--- src/rtl/ttt_game_ctrl.sv ---
// Tic-tac-toe engine: decodes ASCII commands from the UART receiver, keeps the
// 3x3 board, detects win/draw and answers with one or two ASCII bytes.
module ttt_game_ctrl #(
  parameter bit FIRST_PLAYER = 1'b0,
  parameter int TX_TIMEOUT   = 20000
) (
  input  logic        clk,
  input  logic        reset,
  input  logic        rx_data_valid,
  input  logic [7:0]  rx_byte,
  input  logic        tx_done,
  output logic        tx_data_valid,
  output logic [7:0]  tx_byte,
  output logic [17:0] board,
  output logic        cur_player,
  output logic [1:0]  status,
  output logic [3:0]  move_count,
  output logic [7:0]  drop_count,
  output logic        busy
);

  localparam int TW = $clog2(TX_TIMEOUT + 1);
  localparam logic [TW-1:0] TMO_LAST = TW'(TX_TIMEOUT - 1);

  localparam logic [7:0] CHR_X  = 8'h58;
  localparam logic [7:0] CHR_O  = 8'h4F;
  localparam logic [7:0] CHR_W  = 8'h57;
  localparam logic [7:0] CHR_D  = 8'h44;
  localparam logic [7:0] CHR_N  = 8'h4E;
  localparam logic [7:0] CHR_Q  = 8'h3F;
  localparam logic [7:0] CHR_UR = 8'h52;
  localparam logic [7:0] CHR_LR = 8'h72;

  localparam logic [1:0] ST_PLAY = 2'b00;
  localparam logic [1:0] ST_XWIN = 2'b01;
  localparam logic [1:0] ST_OWIN = 2'b10;
  localparam logic [1:0] ST_DRAW = 2'b11;

  typedef enum logic [2:0] {
    S_IDLE   = 3'd0,
    S_DECODE = 3'd1,
    S_EVAL   = 3'd2,
    S_SEND1  = 3'd3,
    S_WAIT1  = 3'd4,
    S_SEND2  = 3'd5,
    S_WAIT2  = 3'd6
  } state_e;

  state_e        state_q;
  logic [7:0]    cmd_q;
  logic [17:0]   board_q;
  logic          cur_player_q;
  logic [1:0]    status_q;
  logic [3:0]    move_count_q;
  logic [7:0]    drop_count_q;
  logic [7:0]    drop_count_d;
  logic [7:0]    byte1_q;
  logic [7:0]    byte2_q;
  logic          byte2_pend_q;
  logic [7:0]    tx_byte_q;
  logic          tx_valid_q;
  logic [TW-1:0] tmo_q;

  logic          is_digit_s;
  logic [3:0]    cell_idx_s;
  logic [17:0]   board_shift_s;
  logic [1:0]    cell_val_s;
  logic [1:0]    mark_s;
  logic          win_s;

  // True when mark m owns any complete row, column or diagonal of b.
  function automatic logic line_win(input logic [17:0] b, input logic [1:0] m);
    logic [8:0] own;
    for (int i = 0; i < 9; i++) begin
      own[i] = (b[2*i +: 2] == m);
    end
    return (own[0] & own[1] & own[2]) | (own[3] & own[4] & own[5]) |
           (own[6] & own[7] & own[8]) | (own[0] & own[3] & own[6]) |
           (own[1] & own[4] & own[7]) | (own[2] & own[5] & own[8]) |
           (own[0] & own[4] & own[8]) | (own[2] & own[4] & own[6]);
  endfunction

  // Command decode and line evaluation on the registered board.
  always_comb begin
    is_digit_s    = (cmd_q >= 8'h31) && (cmd_q <= 8'h39);
    cell_idx_s    = is_digit_s ? (cmd_q[3:0] - 4'd1) : 4'd0;
    board_shift_s = board_q >> {cell_idx_s, 1'b0};
    cell_val_s    = board_shift_s[1:0];
    mark_s        = cur_player_q ? 2'b10 : 2'b01;
    win_s         = line_win(board_q, mark_s);
  end

  // Bytes arriving while a command is in progress are only counted.
  always_comb begin
    drop_count_d = drop_count_q;
    if (rx_data_valid && (state_q != S_IDLE) && (drop_count_q != 8'hFF)) begin
      drop_count_d = drop_count_q + 8'd1;
    end else begin
      drop_count_d = drop_count_q;
    end
  end

  // Game FSM with registered game state and transmit strobe.
  always_ff @(posedge clk) begin
    if (reset) begin
      state_q      <= S_IDLE;
      cmd_q        <= 8'h00;
      board_q      <= 18'd0;
      cur_player_q <= FIRST_PLAYER;
      status_q     <= ST_PLAY;
      move_count_q <= 4'd0;
      drop_count_q <= 8'd0;
      byte1_q      <= 8'h00;
      byte2_q      <= 8'h00;
      byte2_pend_q <= 1'b0;
      tx_byte_q    <= 8'h00;
      tx_valid_q   <= 1'b0;
      tmo_q        <= '0;
    end else begin
      tx_valid_q   <= 1'b0;
      drop_count_q <= drop_count_d;
      case (state_q)
        S_IDLE: begin
          if (rx_data_valid) begin
            cmd_q   <= rx_byte;
            state_q <= S_DECODE;
          end
        end
        S_DECODE: begin
          byte2_pend_q <= 1'b0;
          if (is_digit_s && (status_q == ST_PLAY) && (cell_val_s == 2'b00)) begin
            board_q      <= board_q | (18'(mark_s) << {cell_idx_s, 1'b0});
            move_count_q <= move_count_q + 4'd1;
            state_q      <= S_EVAL;
          end else if ((cmd_q == CHR_UR) || (cmd_q == CHR_LR)) begin
            board_q      <= 18'd0;
            move_count_q <= 4'd0;
            status_q     <= ST_PLAY;
            cur_player_q <= FIRST_PLAYER;
            byte1_q      <= CHR_N;
            state_q      <= S_SEND1;
          end else begin
            byte1_q <= CHR_Q;
            state_q <= S_SEND1;
          end
        end
        S_EVAL: begin
          byte1_q <= cur_player_q ? CHR_O : CHR_X;
          // A completed line on the ninth move is a win, not a draw.
          if (win_s) begin
            status_q     <= cur_player_q ? ST_OWIN : ST_XWIN;
            byte2_q      <= CHR_W;
            byte2_pend_q <= 1'b1;
          end else if (move_count_q == 4'd9) begin
            status_q     <= ST_DRAW;
            byte2_q      <= CHR_D;
            byte2_pend_q <= 1'b1;
          end else begin
            cur_player_q <= ~cur_player_q;
          end
          state_q <= S_SEND1;
        end
        S_SEND1: begin
          tx_byte_q  <= byte1_q;
          tx_valid_q <= 1'b1;
          tmo_q      <= '0;
          state_q    <= S_WAIT1;
        end
        S_WAIT1: begin
          if (tx_done) begin
            state_q <= byte2_pend_q ? S_SEND2 : S_IDLE;
          end else if (tmo_q == TMO_LAST) begin
            byte2_pend_q <= 1'b0;
            state_q      <= S_IDLE;
          end else begin
            tmo_q <= tmo_q + 1'b1;
          end
        end
        S_SEND2: begin
          tx_byte_q    <= byte2_q;
          tx_valid_q   <= 1'b1;
          byte2_pend_q <= 1'b0;
          tmo_q        <= '0;
          state_q      <= S_WAIT2;
        end
        S_WAIT2: begin
          if (tx_done || (tmo_q == TMO_LAST)) begin
            state_q <= S_IDLE;
          end else begin
            tmo_q <= tmo_q + 1'b1;
          end
        end
        default: begin
          state_q <= S_IDLE;
        end
      endcase
    end
  end

  assign tx_data_valid = tx_valid_q;
  assign tx_byte       = tx_byte_q;
  assign board         = board_q;
  assign cur_player    = cur_player_q;
  assign status        = status_q;
  assign move_count    = move_count_q;
  assign drop_count    = drop_count_q;
  assign busy          = (state_q != S_IDLE);

endmodule
--- config.mk ---
export PLATFORM = sky130hd
export DESIGN_NAME = ttt_game_ctrl
export DESIGN_NICKNAME = d
export VERILOG_FILES = /design/src/rtl/ttt_game_ctrl.sv
export SDC_FILE = /design/constraint.sdc
export NUM_CORES = 1
export LEC_CHECK = 0
export ABC_AREA = 1
export CORE_ASPECT_RATIO = 0.6
export CORE_MARGIN = 4
export CORE_UTILIZATION = 60
export DETAILED_ROUTE_END_ITERATION = 6
export GPL_TIMING_DRIVEN = 0
export PLACE_DENSITY = 0.86
export SLEW_MARGIN = 20
export SYNTH_ARGS = -nofsm -noshare
export SYNTH_HDL_FRONTEND = slang
export SYNTH_SLANG_ARGS = --single-unit
--- constraint.sdc ---
create_clock -name clk -period 4.8 [get_ports clk]
set_input_delay 0.96 -clock clk [delete_from_list [all_inputs] [get_ports clk]]
set_output_delay 0.96 -clock clk [all_outputs]
set_load 0.03 [all_outputs]
# Word level (Yosys, flattened, before mapping)

Index checks and enable logic that the tools add are counted.

$add $sub $neg: 4
Order comparisons: 2
Shift-type cells: 2
Muxes and demuxes: 40
Reductions and logical operators: 28
Bitwise gates (word level): 25
Equal/unequal tests: 32

Operators by type and width:

| cell                  | count |
|---|---|
| $mux 15               | 3 |
| $pmux 15 s3           | 1 |
| $mux 18               | 2 |
| $pmux 8 s2            | 2 |
| $mux 8                | 3 |
| $pmux 3 s7            | 1 |
| $ne 2x2->1 const B    | 10 |
| $eq 2x2->1            | 9 |
| $or 18x18->18         | 1 |
| $shl 2x5->18          | 1 |
| $shr 18x5->2          | 1 |
| $and 1x1->1           | 16 |
| $eq 8x7->1 const B    | 2 |
| $add 15x1->15 const B | 1 |
| $eq 15x15->1 const B  | 1 |
| $mux 3                | 5 |
| $mux 4                | 3 |
| $reduce_and 4->1      | 3 |
| $mux 1                | 10 |
| $mux 2                | 5 |
| $eq 3x3->1 const B    | 3 |
| $reduce_bool 3->1     | 3 |
| $add 8x1->8 const B   | 1 |
| $ge 8x6->1 const B    | 1 |
| other kinds (24)      | 45 |

Flip-flop bits (word level): 85
Input bits: 12
Output and inout port bits: 43

# Longest topological paths before layout

Gate-level depths: netlist (run 1).

Depth in word-level cells: 13
Depth in mapped cells: 18
Depth with buffers taken out: 18

# Least setup slack after synthesis (run 1)

Ideal clock, no wire load.

Kind: register to register
From: register cmd_q[0]
To: register move_count_q[2], in the netlist move_count[2]
Path slack: 2,686 ps
Cell stages (with the launch flop): 18
Library setup time: 114 ps
Period minus slack after synthesis: 2,114 ps
Arrival time: 2,000 ps
Required time: 4,686 ps
Path through: dfxtp_1 -> inv_2 -> ha_1 -> nand2_2 -> nand2_2 -> nand2_2 -> nand2_4 -> nand3_4 -> inv_4 -> nand2_4 -> nand3_1 -> o21ai_2 -> nand3_4 -> nand3_2 -> nand2_4 -> buf_12 -> a21oi_2 -> nor2_1

Word-level cells in the longest chain between the ends: 8

Ends and longest elaborated chain:

| item                                     | line | RTL |
|---|---|---|
| start, declared                          | 50   | `logic [7:0] cmd_q;` |
| start signal, assigned                   | 125  | `cmd_q <= rx_byte;` |
| $ge 8x6->1 or $le 8x6->1 (tied branches) | 85   | `is_digit_s = (cmd_q >= 8'h31) && (cmd_q <= 8'h39);` |
| $logic_and 1x1->1                        | 85   |  |
| $mux 4                                   | 86   | `cell_idx_s = is_digit_s ? (cmd_q[3:0] - 4'd1) : 4'd0;` |
| $shr 18x5->2                             | 87   | `board_shift_s = board_q >> {cell_idx_s, 1'b0};` |
| $logic_not 2->1                          | 131  | `if (is_digit_s && (status_q == ST_PLAY) && (cell_val_s == 2'b00)) begin` |
| $logic_and 1x1->1                        | 131  |  |
| $reduce_bool 2->1 (no source line)       | n/a  |  |
| $reduce_and 2->1 (no source line)        | n/a  |  |
| end signal, assigned                     | 133  | `move_count_q <= move_count_q + 4'd1;` |
| end, declared                            | 54   | `logic [3:0] move_count_q;` |

Several ways; a longest one is shown, not always the timed one.
A chain may end at the register's enable or synchronous reset.

# Worst setup path in the final report (run 1)

From: register state_q[2]
To: output busy

Word-level cells in the longest chain between the ends: 1

Ends and longest elaborated chain:

| item                   | line | RTL |
|---|---|---|
| start, declared        | 49   | `state_e state_q;` |
| start signal, assigned | 171  | `state_q <= byte2_pend_q ? S_SEND2 : S_IDLE;` |
| $reduce_bool 3->1      | 207  | `assign busy = (state_q != S_IDLE);` |
| end, declared          | 19   | `output logic busy` |

Every way passes these cells.

==> results of run 1 <==
[flip-flops by register name (all words and copies together) (netlist names)]
register and flops:
state_q 3, status 2, byte2_pend_q 1, cmd_q 8, cur_player 1, board 18, tx_data_valid 1, byte1_q 6
move_count 4, drop_count 8, tmo_q 15, byte2_q 2, tx_byte 7
[cell type report]
type	count	share of cell area, %
Multi-Input combinational cell	413	43.9
Inverter	81	6.11
Tap cell	87	2.15
Clock inverter	5	0.717
Timing Repair Buffer	52	10.3
Sequential cell	76	30.1
Buffer	15	1.93
Clock buffer	11	4.80
[routing by layer]
| metal | wire length (um) | track usage (%) | share of wire [%] |
|---|---|---|---|
| met5 | 0 | 0 | 0 |
| met1 | 5410 | 40.9 | 48 |
| met3 | 1110 | 10.0 | 9.8 |
| met2 | 4710 | 41.0 | 42 |
| met4 | 119 | 6.90 | 1.0 |
[tightest hold or removal path, cell delays in order, from the launching register on]
cell and delay [ns]:
dfxtp_1 0.31, nand2_1 0.06, a21oi_1 0.05
[stage by stage]
stage | instance area [sq um] | hold slack [ns] | utilization (%) | power (mW)
3_5_place_dp | 4780 | 0.454 | 71.3 | 1.44
6_report | 5060 | 0.465 | 75.4 | 2.08
2_1_floorplan | 4150 | 0.440 | - | 1.25
5_1_grt | 5060 | 0.493 | 75.4 | 2.19
3_3_place_gp | 4780 | 0.452 | 71.3 | 1.42
4_1_cts | 5060 | 0.470 | 75.4 | 2.08
[final timing paths]
path	startpoint	to	cells past startpoint
setup / recovery	state_q[2]	busy	3
hold / removal	tx_byte[5]	tx_byte[5]	2
setup reg to reg	cmd_q[0]	board[15]	10
hold reg to reg	tx_byte[5]	tx_byte[5]	2
[Yosys cell counts, types with 8 or more instances]
cell type  number  area [sq um]
nand2_1        98           368
dfxtp_1        76          1520
nor2_1         73           274
a21oi_1        69           345
inv_1          64           240
o21ai_0        31           155
nand3_1        27           135
nand2_2        15          93.8
inv_2          14          52.6
nand3_2         9          90.1
nand4_1         9          56.3
a21oi_2         8          70.1
[cell families (layout without fill, tap and decap cells)]
| group | Yosys count | count (layout) | synth area share, % |
|---|---|---|---|
| simple gates | 275 | 275 | 33.7 |
| compound gates | 126 | 126 | 16.8 |
| buf+inv | 96 | 164 | 9.80 |
| flops | 76 | 76 | 36.7 |
| fa+ha+maj | 7 | 7 | 2.11 |
| xor+xnor | 4 | 4 | 0.844 |
| other cells | 1 | 1 | 0.0904 |
[where the power goes]
part           internal [mW]  switching [mW]  leakage (nW)
combinational          0.215           0.452          1.17
sequential             0.712          0.0656         0.617
clock                  0.366           0.273         0.140
==> results.py, run 1 <==
metrics = {
    "outcome": {
        "outcome": "complete, no violations",
    },
    "synthesis": {
        "ys_seq_elements": 76,
        "ys.flop_type": "dfxtp_1",
        "syn_nets": 604,
        "synth.avg_cell_area_sq_um": 7.09,
        "synth-edff-count": 0,
        "syn_inst": 585,
        "netlist-cell-type-count": 46,
        "async_flop_share_pct": 0,
        "syn_area_sq_mm": 0.00415,
        "yosysSeqAreaShare_pct": 36.7,
        "yosys_warnings": 0,
    },
    "global_routing": {
        "grt.overflow.total": 0,
        "grt_pass1_wl_mm": 18.5,
        "grt_max_degree": 14,
        "grt_use_total_pct": 28.5,
        "grt_pass1_vias": 3793,
        "antenna_found_initial": 0,
    },
    "drt": {
        "vias_per_cell": 5.61,
        "vias": 4150,
        "route.detailed.drc": 0,
        "wirelength_mm": 11.4,
        "dr.pass1.iters": 5,
        "ant_nets": 0,
        "drt-initial-drc-count": 549,
        "avgRoutedWirePerCell_um": 15.3,
    },
    "sta": {
        "fin_crit_sh_pct": 57.8,
        "period_needed_ns": 2.77,
        "fin_skew_ns": 0.00557,
        "fmaxAchievable_mhz": 361,
        "slew_headroom_pct": 55.0,
        "setup_tns_ns": 0,
        "finalHoldViolCount": 0,
        "rsz0062_at_grt": "false",
        "worstMarginPinSlew_ns": 0.669,
        "slew_viol_final": 0,
        "layout_setup_ws_ns": 2.03,
        "setup_violations": 0,
    },
    "min_path": {
        "min_path_type": "reg -> reg",
    },
    "flow_run": {
        "drv_cap": 0,
    },
    "die": {
        "die_h_um": 72.4,
        "initial_core_util_pct": 61.9,
        "io_pins": 55,
        "die_w_um": 115,
        "row_count": 23,
        "coreArea_sq_mm": 0.00671,
        "die_area_sq_mm": 0.00836,
    },
    "worst_setup_path": {
        "path_delay_family": "buffers and inverters",
        "critPathCaptureType": "output port",
        "crit_path_start_kind": "register",
        "cp_slowest_cell": "clkdlybuf4s50_1",
        "crit_fanout": 7,
        "cp_num_buf_inv": 2,
        "cp.required_ns": 3.84,
        "worstSetupPathType": "reg -> out",
        "slowest_delay_ns": 0.69,
        "path_cells": "inv_2, nand2_1, clkdlybuf4s50_1",
        "r2r_slack_ns": 2.08,
        "cp.arrival_ns": 1.81,
    },
    "cells_and_area": {
        "area_growth_pct": 21.9,
        "layout_common_cells": "98 x nand2_1, 76 x dfxtp_1, 73 x nor2_1, 69 x a21oi_1, 64 x inv_1",
        "fin_cells": 740,
        "antenna_cells": 0,
        "drive_above_1_share_pct": 14.7,
        "final_common_cell": "nand2_1",
        "fillCellCount": 513,
        "fin_nets": 667,
        "multiInputGateArea_sq_mm": 0.00222,
        "final-seq-area_sq_mm": 0.00152,
    },
    "place": {
        "dp_slack_ns": 2.11,
        "placedCellCount": 724,
        "io_buffers": 52,
        "dp_hpwl_mm": 8.59,
        "globalplace.congestion": 0.974,
    },
    "cts": {
        "cts_buffer_depth": 2,
        "clk_pin_slew_ns": 0.06,
        "clockRootBuffer": "clkbuf_16",
        "numCtsBuffers": 9,
        "post_cts_resized": 0,
        "cts_tree": "yes",
        "clock-sinks": 76,
        "htree_levels": 3,
        "post-cts-setup-buffers": 0,
        "clk_latency_ns": 0.35,
        "cts_hold_buf": 0,
    },
    "pwr": {
        "leakage_nw": 1.93,
        "ir_drop_mv": 0.283,
        "power_density_mw_per_mm2": 412,
    },
}
(Power assumes the default switching activity.)
==> run 2, diff against run 1 <==
--- a/config.mk
+++ b/config.mk
@@ -8,10 +8,10 @@
 export ABC_AREA = 1
 export CORE_ASPECT_RATIO = 0.6
 export CORE_MARGIN = 4
-export CORE_UTILIZATION = 60
+export CORE_UTILIZATION = 55
 export DETAILED_ROUTE_END_ITERATION = 6
 export GPL_TIMING_DRIVEN = 0
-export PLACE_DENSITY = 0.86
+export PLACE_DENSITY = 0.8
 export SLEW_MARGIN = 20
 export SYNTH_ARGS = -nofsm -noshare
 export SYNTH_HDL_FRONTEND = slang
==> constraint.sdc (replaced) <==
create_clock -name clk -period 2.6 [get_ports clk]
set_input_delay 0.52 -clock clk [delete_from_list [all_inputs] [get_ports clk]]
set_output_delay 0.52 -clock clk [all_outputs]
set_load 0.03 [all_outputs]
==> run 2 against run 1 <==
Register-to-register slack worse by 1.9 ns. Clock skew is 0.0026 ns higher. Clock power is 110% higher. Flip-flop and latch count stayed put. Wire length is 0.70% lower. Clock-buffer cell count is 2 higher. Critical path depth is 14 higher. Largest power group unchanged. Total power is 93% higher. Via count is 0.17% lower.
==> results.py, run 2 (same netlist as run 1, synthesis figures left out) <==
metrics = {
    "outcome": {
        "outcome": "complete, no violations",
    },
    "pwr": {
        "ir_drop_mv": 0.466,
        "p_sw_share_pct": 36.1,
        "pwr-share-clk_pct": 33.5,
        "power_density_mw_per_mm2": 781,
        "internal_power_mw": 2.56,
        "p_seq_share_pct": 35.8,
        "leakage_nw": 1.95,
        "netSwitchingPower_mw": 1.45,
        "power_frac_comb_pct": 30.7,
    },
    "worst_setup_path": {
        "cp.required_ns": 2.83,
        "cp.arrival_ns": 2.67,
        "cp_slowest_cell": "dfxtp_2",
        "crit_fanout": 7,
        "crit_path_start_kind": "register",
        "slowest_delay_ns": 0.35,
        "path_cells": "inv_2, ha_2, nand2_2, nand2_2, nand2_2, nand2_4, nand3_4, nor2_4, nand2_1, nand3_2, nand3_2, nand3_4, nand2_4, nand2_1, nand2_1, o21bai_1, nor2_1",
        "worstSetupPathType": "reg -> reg",
        "critPathCaptureType": "register",
    },
    "drt": {
        "wirelength_mm": 11.3,
        "vias_per_cell": 5.47,
        "route.detailed.drc": 0,
        "drt-initial-drc-count": 295,
        "vias": 4143,
        "dr.pass1.iters": 7,
        "ant_nets": 0,
        "avgRoutedWirePerCell_um": 14.9,
    },
    "cells_and_area": {
        "fillCellCount": 608,
        "final_common_cell": "nand2_1",
        "final-seq-area_sq_mm": 0.00152,
        "fin_cells": 757,
        "largest_reg_flops": 18,
        "layout_common_cells": "98 x nand2_1, 75 x dfxtp_1, 73 x nor2_1, 69 x a21oi_1, 64 x inv_1",
        "antenna_cells": 0,
        "multiInputGateArea_sq_mm": 0.00223,
        "fin_nets": 667,
        "area_growth_pct": 23.7,
        "drive_above_1_share_pct": 15.5,
    },
    "min_path": {
        "min_path_type": "reg -> reg",
    },
    "die": {
        "die_area_sq_mm": 0.00905,
        "io_pins": 55,
        "die_w_um": 120,
        "row_count": 24,
        "die_h_um": 75.3,
        "coreArea_sq_mm": 0.00730,
        "initial_core_util_pct": 56.9,
    },
    "sta": {
        "period_needed_ns": 2.44,
        "slew_viol_final": 0,
        "slew_headroom_pct": 59.6,
        "worstMarginPinSlew_ns": 0.607,
        "rsz0062_at_grt": "true",
        "fin_crit_sh_pct": 93.7,
        "fin_skew_ns": 0.00822,
        "finalHoldViolCount": 0,
        "setup_tns_ns": 0,
        "setup_violations": 0,
        "fmaxAchievable_mhz": 411,
    },
    "cts": {
        "clk_pin_slew_ns": 0.06,
        "clk_latency_ns": 0.35,
        "clockRootBuffer": "clkbuf_16",
        "htree_levels": 3,
        "cts_hold_buf": 0,
        "cts_tree": "yes",
        "numCtsBuffers": 9,
        "clock-sinks": 76,
        "cts_buffer_depth": 2,
    },
    "global_routing": {
        "grt_pass1_vias": 3784,
        "grt_max_degree": 13,
        "grt_pass1_wl_mm": 18.6,
        "antenna_found_initial": 0,
        "grt.overflow.total": 0,
        "grt_use_total_pct": 26.2,
    },
    "place": {
        "dp_hpwl_mm": 8.59,
        "placedCellCount": 741,
        "io_buffers": 52,
        "globalplace.congestion": 0.997,
    },
    "flow_run": {
        "drv_cap": 0,
    },
}
## run 2: repair_timing
item                       4_1_cts  5_1_grt
setup endpoints to repair        7       23
buffers inserted                 0        0
resized for setup                1        3
gates cloned                     0        0
## run 2: path summary, 6_finish.rpt
path                            startpoint  slack (ns)    endpoint  cells after the start
worst max-delay path              cmd_q[0]        0.16  byte1_q[4]                     17
worst min-delay path              cmd_q[5]        0.47    cmd_q[5]                      2
worst max register to register    cmd_q[0]        0.16  byte1_q[4]                     17
worst min register to register    cmd_q[5]        0.47    cmd_q[5]                      2
## run 2: area by class of cell
type                            instances  area share, %
Inverter                               81           6.02
Clock inverter                          3          0.828
Multi-Input combinational cell        413           43.4
Buffer                                 15           1.92
Clock buffer                           13           5.46
Tap cell                              104           2.53
Timing Repair Buffer                   52           10.1
Sequential cell                        76           29.7
## run 2: worst max-delay path, delay by kind of cell (launching register included)
family / cells / cell delay, ns
compound gates: 1 / 0.16
fa+ha+maj: 1 / 0.24
buf+inv: 1 / 0.13
flops: 1 / 0.35
simple gates: 14 / 1.42
## run 2: power groups by stage
stage	logic (mW)	registers [mW]	clock network, mW
3_3_place_gp	1.17	1.45	0
5_1_grt	1.36	1.45	1.42
4_1_cts	1.21	1.43	1.36
6_report	1.23	1.44	1.34
2_1_floorplan	0.793	1.52	0
3_5_place_dp	1.20	1.45	0
## run 2: metal layers
layer,up-vias,part of all wire (%),GRT usage [%]
met2,184,38,35.6
li1,2044,-,-
met1,1897,49,38.4
met4,0,1.2,6.09
met5,-,0,0
met3,18,11,10.7
## run 2: metrics by stage
stage | total power [mW] | setup slack [ns] | hold slack (ns) | util [%] | area, sq um
after floorplan | 2.31 | 0.486 | 0.440 | - | 4150
after global placement | 2.62 | 0.00948 | 0.453 | 65.8 | 4800
after detailed placement | 2.65 | -0.00700 | 0.461 | 65.8 | 4800
after CTS | 4.00 | 0.116 | 0.472 | 70.2 | 5120
after global routing | 4.22 | -0.0210 | 0.489 | 70.4 | 5130
final | 4.01 | 0.165 | 0.467 | 70.4 | 5130
